==> src/rtl/dot_seq_if.sv <==
// dot_seq_if: MAC-side bus between the dot-product sequencer and an external MAC unit
// Signals:
//   mac_b, mac_c   weight / input operands
//   mac_st         MAC start level
//   mac_clr        one-cycle accumulator clear pulse
//   mac_result     accumulator value (8-bit float, sign in bit 7)
//   mac_done       MAC done level (may linger from the previous operation)
// Modports: master = sequencer side, slave = MAC side
interface dot_seq_if;
    logic [7:0] mac_b;
    logic [7:0] mac_c;
    logic       mac_st;
    logic       mac_clr;
    logic [7:0] mac_result;
    logic       mac_done;
    modport master (output mac_b, mac_c, mac_st, mac_clr, input mac_result, mac_done);
    modport slave (input mac_b, mac_c, mac_st, mac_clr, output mac_result, mac_done);
endinterface

==> src/rtl/dot_seq.sv <==
// dot_seq: sequences a dot product of up to N_MAX weight/input pairs through an external MAC
// Ports:
//   clk, rst                  clock; asynchronous active-high reset
//   wr_en/wr_addr/wr_w/wr_x   operand buffer write, accepted only while idle
//   len, relu_en, start       run request; len (clamped to N_MAX) and relu_en sampled on accept
//   busy, done, err, y        run status, completion pulse, MAC timeout flag, held result
//   mac                       MAC bus (dot_seq_if.master)
module dot_seq #(
    parameter int N_MAX   = 8,
    parameter int TIMEOUT = 255
) (
    input  logic       clk,
    input  logic       rst,
    input  logic       wr_en,
    input  logic [2:0] wr_addr,
    input  logic [7:0] wr_w,
    input  logic [7:0] wr_x,
    input  logic [3:0] len,
    input  logic       relu_en,
    input  logic       start,
    output logic       busy,
    output logic       done,
    output logic       err,
    output logic [7:0] y,
    dot_seq_if.master  mac
);
    localparam int AW = (N_MAX > 1) ? $clog2(N_MAX) : 1;
    localparam int TW = $clog2(TIMEOUT + 1);
    localparam logic [3:0] LEN_MAX = 4'(N_MAX);
    localparam logic [TW-1:0] WAIT_LAST = TW'(TIMEOUT - 1);

    typedef enum logic [2:0] {IDLE, CLEAR, ISSUE, ARM, WAIT, RELEASE, FINISH} stateT;

    stateT         state, nextState;
    logic [7:0]    wBuf [N_MAX];
    logic [7:0]    xBuf [N_MAX];
    logic [3:0]    idx, lenQ;
    logic          reluQ, armCnt;
    logic [TW-1:0] waitCnt;
    logic [7:0]    macB, macC;
    wire  [3:0]    idxInc = idx + 4'd1;

    assign mac.mac_b = macB;
    assign mac.mac_c = macC;

    // Buffer has no reset so operands survive a mid-run reset.
    always_ff @(posedge clk)
        if (wr_en && state == IDLE) begin
            wBuf[wr_addr[AW-1:0]] <= wr_w;
            xBuf[wr_addr[AW-1:0]] <= wr_x;
        end

    always_ff @(posedge clk or posedge rst)
        if (rst) state <= IDLE;
        else state <= nextState;

    always_comb begin
        nextState   = state;
        mac.mac_st  = 1'b0;
        mac.mac_clr = 1'b0;
        case (state)
            IDLE:    nextState = start ? CLEAR : IDLE;
            CLEAR: begin
                mac.mac_clr = 1'b1;
                nextState   = (lenQ == 4'd0) ? FINISH : ISSUE;
            end
            ISSUE: begin
                mac.mac_st = 1'b1;
                nextState  = ARM;
            end
            // mac_done is ignored here so a done left over from the last operation is masked
            ARM: begin
                mac.mac_st = 1'b1;
                nextState  = armCnt ? WAIT : ARM;
            end
            WAIT: begin
                mac.mac_st = 1'b1;
                nextState  = mac.mac_done ? RELEASE : (waitCnt == WAIT_LAST) ? FINISH : WAIT;
            end
            RELEASE: nextState = (idxInc == lenQ) ? FINISH : ISSUE;
            FINISH:  nextState = IDLE;
            default: nextState = IDLE;
        endcase
    end

    always_ff @(posedge clk or posedge rst)
        if (rst) begin
            busy    <= 1'b0;
            done    <= 1'b0;
            err     <= 1'b0;
            y       <= 8'h00;
            macB    <= 8'h00;
            macC    <= 8'h00;
            idx     <= 4'd0;
            lenQ    <= 4'd0;
            reluQ   <= 1'b0;
            armCnt  <= 1'b0;
            waitCnt <= '0;
        end else begin
            done <= 1'b0;
            case (state)
                IDLE:
                    if (start) begin
                        lenQ  <= (len > LEN_MAX) ? LEN_MAX : len;
                        reluQ <= relu_en;
                        err   <= 1'b0;
                        busy  <= 1'b1;
                    end
                // Operands are loaded on entry to ISSUE so they are valid as mac_st rises.
                CLEAR: begin
                    idx  <= 4'd0;
                    macB <= wBuf[0];
                    macC <= xBuf[0];
                end
                ISSUE: armCnt <= 1'b0;
                ARM: begin
                    armCnt  <= 1'b1;
                    waitCnt <= '0;
                end
                WAIT: begin
                    waitCnt <= waitCnt + 1'b1;
                    if (!mac.mac_done && waitCnt == WAIT_LAST) err <= 1'b1;
                end
                RELEASE: begin
                    idx  <= idxInc;
                    macB <= wBuf[idxInc[AW-1:0]];
                    macC <= xBuf[idxInc[AW-1:0]];
                end
                FINISH: begin
                    y    <= (lenQ == 4'd0 || err || (reluQ && mac.mac_result[7])) ? 8'h00 : mac.mac_result;
                    done <= 1'b1;
                    busy <= 1'b0;
                end
                default: ;
            endcase
        end
endmodule

==> src/flat_wrapper.sv <==
// flat-port wrapper written by rule: the top's interface ports become plain ports
module dot_seq_flat 
#(
    parameter int N_MAX   = 8,
    parameter int TIMEOUT = 255
)
  (clk, rst, wr_en, wr_addr, wr_w, wr_x, len, relu_en, start, busy, done, err, y, mac_mac_b, mac_mac_c, mac_mac_st, mac_mac_clr, mac_mac_result, mac_mac_done);
  dot_seq_if mac_i ();
  input  logic clk;
  input  logic rst;
  input  logic wr_en;
  input  logic [2:0] wr_addr;
  input  logic [7:0] wr_w;
  input  logic [7:0] wr_x;
  input  logic [3:0] len;
  input  logic relu_en;
  input  logic start;
  output logic busy;
  output logic done;
  output logic err;
  output logic [7:0] y;
  output wire logic [$bits(mac_i.mac_b)-1:0] mac_mac_b;
  output wire logic [$bits(mac_i.mac_c)-1:0] mac_mac_c;
  output wire logic [$bits(mac_i.mac_st)-1:0] mac_mac_st;
  output wire logic [$bits(mac_i.mac_clr)-1:0] mac_mac_clr;
  input wire logic [$bits(mac_i.mac_result)-1:0] mac_mac_result;
  input wire logic [$bits(mac_i.mac_done)-1:0] mac_mac_done;
  assign mac_mac_b = mac_i.mac_b;
  assign mac_mac_c = mac_i.mac_c;
  assign mac_mac_st = mac_i.mac_st;
  assign mac_mac_clr = mac_i.mac_clr;
  assign mac_i.mac_result = mac_mac_result;
  assign mac_i.mac_done = mac_mac_done;
  dot_seq #(.N_MAX(N_MAX), .TIMEOUT(TIMEOUT)) u_core (.clk(clk), .rst(rst), .wr_en(wr_en), .wr_addr(wr_addr), .wr_w(wr_w), .wr_x(wr_x), .len(len), .relu_en(relu_en), .start(start), .busy(busy), .done(done), .err(err), .y(y), .mac(mac_i));
endmodule
==> config.mk <==
export PLATFORM = sky130hd
export DESIGN_NAME = dot_seq_flat
export DESIGN_NICKNAME = d
export VERILOG_FILES = /design/src/rtl/dot_seq_if.sv /design/src/rtl/dot_seq.sv /design/src/flat_wrapper.sv
export SDC_FILE = /design/constraint.sdc
export NUM_CORES = 1
export LEC_CHECK = 0
export ABC_CLOCK_PERIOD_IN_PS = 7500
export CAP_MARGIN = 40
export CORE_MARGIN = 3
export CORE_UTILIZATION = 45
export DETAILED_ROUTE_END_ITERATION = 8
export PLACE_DENSITY_LB_ADDON = 0.25
export SYNTH_ARGS = -nofsm -noshare
export SYNTH_HDL_FRONTEND = slang
export SYNTH_SLANG_ARGS = --single-unit
==> constraint.sdc <==
create_clock -name clk -period 7.5 [get_ports clk]
set_clock_uncertainty 0.1 [all_clocks]
set_input_delay 0.75 -clock clk [delete_from_list [all_inputs] [get_ports clk]]
set_output_delay 0.75 -clock clk [all_outputs]
set_load 0.01 [all_outputs]
# Word level (Yosys, flattened, before mapping)
# Memory sizes are Yosys's and may differ from the RTL's.
# Index checks and enable logic that the tools add are counted.
dict set report word_totals {
  register_bits 48
  latch_bits 0
  ramBits 128
  mem_bits_ro 0
  input_bits 37
  out_inout_bits 29
  wordCells 68
  memories 2
}
dict set report classes {
  addsub 2
  mul 0
  div_mod_pow 0
  order_cmp 1
  n_eq_ne 10
  shift 0
  mux 24
  n_bitwise 0
  reduce_logical 17
}
# memory words width rd rd_clocked_by_memory_dff wr line_no
set memory_table {}
lappend memory_table {u_core.wBuf 8 8 2 0 1 dot_seq.sv:35} ;# logic [7:0] wBuf [N_MAX];
lappend memory_table {u_core.xBuf 8 8 2 0 1 dot_seq.sv:36} ;# logic [7:0] xBuf [N_MAX];
# operator n
set op_table {}
lappend op_table {{$pmux W8 S2} 3}
lappend op_table {{$pmux W3 S6} 1}
lappend op_table {{$mux W3} 4}
lappend op_table {{$reduce_bool A2 Y1} 5}
lappend op_table {{$eq A3 B3 Y1 const B} 3}
lappend op_table {{$mux W1} 9}
lappend op_table {{$add A8 B1 Y8 const B} 1}
lappend op_table {{$eq A8 B8 Y1 const B} 1}
lappend op_table {{$mux W8} 1}
lappend op_table {{$pmux W4 S2} 1}
lappend op_table {{$eq A3 B2 Y1 const B} 2}
lappend op_table {{$pmux W1 S2} 3}
lappend op_table {{$add A4 B1 Y4 const B} 1}
lappend op_table {{$eq A4 B4 Y1} 1}
lappend op_table {{$gt A4 B4 Y1 const B} 1}
lappend op_table {{$logic_not A4 Y1} 1}
lappend op_table {{$mux W4} 1}
lappend op_table {{$reduce_and A2 Y1} 2}
lappend op_table {{$eq A3 B1 Y1 const B} 1}
lappend op_table {{$logic_and A1 B1 Y1} 3}
lappend op_table {{$logic_not A3 Y1} 1}
lappend op_table {{$reduce_and A3 Y1} 1}
lappend op_table {{$reduce_or A3 Y1} 1}
lappend op_table {{$logic_or A1 B1 Y1} 2}
lappend op_table {{other kinds (4)} 4}

# Longest topological paths before layout
dict set report depth {
  ltp_word 4
  ltp_mapped 7
  mapped_depth_nobuf 5
}

# Worst setup path after synthesis
# Ideal clock, no wire load.
dict set report synth_path {
  path_type {input -> register}
  startpoint {input wr_en}
  endpoint {memory u_core.wBuf[0][0] (enable)}
  setup_time_ns 0.409
  t_arrival_ns 2.332
  required_ns 6.991
  path_slack_ns 4.659
  path_stages 3
  path_buffers 0
  path_cell_list {nor4b_1 -> nand2b_1 -> nor3_1}
}
dict set report synth_via {
  elab_chain_len 3
}
# item line_no
set synth_lines {}
lappend synth_lines {{from (decl)} flat_wrapper.sv:11} ;# input logic wr_en;
lappend synth_lines {{$logic_and A1 B1 Y1} dot_seq.sv:48} ;# if (wr_en && state == IDLE) begin
lappend synth_lines {{$mux W1} dot_seq.sv:48}
lappend synth_lines {{$mux W1 (not written as such)} dot_seq.sv:49} ;# wBuf[wr_addr[AW-1:0]] <= wr_w;
lappend synth_lines {{to (decl)} dot_seq.sv:35}
# Every way passes these cells.

# Worst setup path after layout
dict set report layout_path {
  startpoint {register u_core.state[2]}
  endpoint {output mac_mac_st}
}
dict set report layout_via {
  elab_chain_len 3
  word_cells_on_any_way 5
  cone_classes {eq/ne (3); mux (1); reduce/logical (1)}
}
# item line_no
set layout_lines {}
lappend layout_lines {{from (decl)} dot_seq.sv:34} ;# stateT state, nextState;
lappend layout_lines {{from (signal assigned)} dot_seq.sv:55} ;# else state <= nextState;
lappend layout_lines {{$eq A3 B2 Y1 / $eq A3 B3 Y1 (equally long branches)} dot_seq.sv:61} ;# case (state)
lappend layout_lines {{$reduce_or A3 Y1 (no source line) (*)} -}
lappend layout_lines {{$mux W1 (*)} dot_seq.sv:61}
lappend layout_lines {{to (decl)} flat_wrapper.sv:24} ;# output wire logic [$bits(mac_i.mac_st)-1:0] mac_mac_st;
# Mark *: on every way between the ends. The rest lies on a longest branch, timed or not.

==> out/metrics.cfg <==
[critical_path]
startpoint_type = flop
cp-endpoint = mac_mac_st
cpPeakStageDelay_ns = 0.71
r2r_cells = 6
path_cells = clkinv_1, nand2_1, nand2_1, clkdlybuf4s50_1
critPathRequiredTime_ns = 6.65
path_common_cell = nand2_1
crit_start = u_core.state[2]$_DFF_PP0_
endpoint_kind = primary output
path_depth = 4
rr_endpoint = u_core.mac.mac_b[7]$_DFFE_PP0P_
critical_path.top_delay_family = buffers and inverters
worstSetupPathType = reg -> out
r2r_slack_ns = 4.80
arrival_ns = 2.55
slowest_stage = clkinv_1
cp_max_fo = 19
timing.rr.start = u_core.idx[0]$_DFFE_PP0P_
cp_num_buf_inv = 2

[synthesis]
yosysSeqAreaShare_pct = 72.2
synth-seq-cells = 176
yosys_warnings = 0
ys_types = 44
netlist_instances = 413
synth-main-ff-cell = edfxtp_1
synth_nets = 453
synth_edf_count = 128
synthesis.area_mm2 = 0.00699
synthArstFlopShare_pct = 27.3
postSynthAreaPerCell_um2 = 16.9

[die]
io-pin-count = 66
die_height_um = 131
die-area_mm2 = 0.0171
num_rows = 44
core_area_mm2 = 0.0149
start_util_pct = 47.0
die_w_um = 131

[finish]
final_common_cell = edfxtp_1
utilization_pct = 57.1
area_delta_synth_final_pct = 21.4
nFillCells = 1191
register_area_mm2 = 0.00505
multi_input_area_mm2 = 0.00182
n_antenna_cell = 0
finalInstanceArea_mm2 = 0.00848
final_layout_size_suffix_gt1_share_pct = 17.7
fin_nets = 531
final_cell_mix = 128 x edfxtp_1, 65 x clkdlybuf4s50_1, 47 x dfrtp_1

[power]
powerDensity_mw_per_mm2 = 333
vdd_drop_max_mv = 0.203
p_leak_uw = 0.00300

[min_path]
hold_path_depth = 1
hp-class = reg -> reg

[routing]
drt-initial-drc-count = 221
wire_per_inst_um = 21.1
ant_nets = 0
firstDrtPassIters = 7
dr_total_vias = 3865
drc = 0
viasPerCell = 5.62
routed_wl_um = 14500

[placed_design]
pre_cts_ws_ns = 4.58
place_area_mm2 = 0.00790
io_buffers = 65
hpwl_um = 8750
gp_congestion = 0.740

[global_route]
grt_pass1_vias = 4070
antenna_found_initial = 0
grt_usage_pct = 18.4
grt-ovfl-total = 0
grt_pass1_wl_um = 22800
grt_start_max_net_pins = 49

[timing]
finalCritPeriodShare_pct = 45.3
rsz0062_at_grt = no
drv_slew = 0
setup_viol = 0
slew_headroom_pct = 42.9
finalHoldViolCount = 0
setup_tns_ns = 0
tightest_slew_ns = 0.857
fin_crit_ns = 3.40
max_freq_mhz = 294
setup_ws_ns = 4.10

[clocking]
htreeDepth = 4
cts_setup_buffers = 0
clk_pin_slew_ns = 0.06
cts_resized = 0
cts_sinks = 176
clock_latency_ns = 0.43
cts_root_buf = clkbuf_16
cts-hold-fix-buffers = 0
clockBufferDepth = 2
cts_tree = built
cts_buffers = 17

[run_status]
status = finished clean

[flow_run]
cap_violations = 0

cells by family after synthesis:
kind of cell             share of synthesized area (%)
AND/OR/NAND/NOR                                   8.22
buffers and inverters                             1.97
flip-flops                                        72.2
AO/OA/AOI/OAI                                     4.94
multiplexers                                      11.4
XOR/XNOR                                         0.752
adder cells (fa/ha/maj)                          0.537
per-stage QoR:
stage	cells	hold slack [ns]	total power [uW]
6_report	688	0.380	2830
5_1_grt	688	0.400	2970
4_1_cts	688	0.379	2860
3_5_place_dp	656	0.371	1990
3_3_place_gp	652	0.354	1950
2_1_floorplan	413	0.337	1680
synth_stat cells, types with 2 or more instances:
| master | count | area (um2) |
|---|---|---|
| nand3_1 | 35 | 175 |
| xor2_1 | 2 | 17.5 |
| nor2b_1 | 2 | 12.5 |
| nand2_1 | 43 | 161 |
| nor3_1 | 3 | 15.0 |
| a21oi_1 | 5 | 25.0 |
| mux4_2 | 32 | 721 |
| and3_1 | 2 | 12.5 |
| mux2_2 | 3 | 33.8 |
| dfrtp_1 | 48 | 1200 |
| clkbuf_1 | 7 | 26.3 |
| ha_1 | 3 | 37.5 |
| buf_4 | 4 | 30.0 |
| inv_1 | 4 | 15.0 |
| buf_6 | 3 | 33.8 |
| edfxtp_1 | 128 | 3840 |
| a22oi_1 | 16 | 120 |
| a31oi_1 | 2 | 12.5 |
| nand3b_1 | 2 | 15.0 |
| xnor2_1 | 4 | 35.0 |
| mux2i_1 | 4 | 40.0 |
| nand4_1 | 2 | 12.5 |
| a22o_1 | 8 | 70.1 |
| nand2b_1 | 7 | 43.8 |
| nor2_1 | 9 | 33.8 |
| buf_2 | 4 | 20.0 |
| o21ai_0 | 14 | 70.1 |
worst min path at each step:
stage                                  start                             to  slack, ns
2_1_floorplan  u_core.waitCnt[5]$_DFFE_PP0P_  u_core.waitCnt[5]$_DFFE_PP0P_       0.34
3_3_place_gp   u_core.waitCnt[7]$_DFFE_PP0P_  u_core.waitCnt[7]$_DFFE_PP0P_       0.35
3_5_place_dp   u_core.waitCnt[7]$_DFFE_PP0P_  u_core.waitCnt[7]$_DFFE_PP0P_       0.37
4_1_cts        u_core.waitCnt[7]$_DFFE_PP0P_  u_core.waitCnt[7]$_DFFE_PP0P_       0.38
5_1_grt        u_core.waitCnt[7]$_DFFE_PP0P_  u_core.waitCnt[7]$_DFFE_PP0P_       0.40
6_report       u_core.waitCnt[5]$_DFFE_PP0P_  u_core.waitCnt[5]$_DFFE_PP0P_       0.38
layer usage:
metal | share of wire [%] | GRT usage [%] | up-vias
met1 | 42 | 24.1 | 1951
met5 | 0 | 0 | -
met2 | 50 | 30.7 | 126
met4 | 1.3 | 5.44 | 0
li1 | - | - | 1770
met3 | 6.1 | 4.67 | 18
state kept, by name, summed over array words and instances, names as in the netlist:
| name | flops |
|---|---|
| u_core.wBuf | 64 |
| u_core.waitCnt | 8 |
| u_core.mac.mac_b | 8 |
| u_core.armCnt | 1 |
| u_core.state | 3 |
| u_core.lenQ | 4 |
| u_core.idx | 4 |
| u_core.xBuf | 64 |
| u_core.reluQ | 1 |
| u_core.busy | 1 |
| u_core.done | 1 |
| u_core.y | 8 |
| u_core.err | 1 |
| u_core.mac.mac_c | 8 |
power breakdown:
| group | internal (uW) | switching (uW) |
|---|---|---|
| logic | 366 | 343 |
| registers | 1160 | 96.0 |
| clock network | 497 | 365 |
final cells by class:
cell class | instances | share of cell area, %
timing repair buffer | 79 | 9.28
sequential | 176 | 59.5
tap | 184 | 2.71
clock buffer | 23 | 5.75
multi-input combinational | 212 | 21.4
clock inverter | 9 | 1.12
inverter | 5 | 0.221
(Power assumes the default switching activity.)
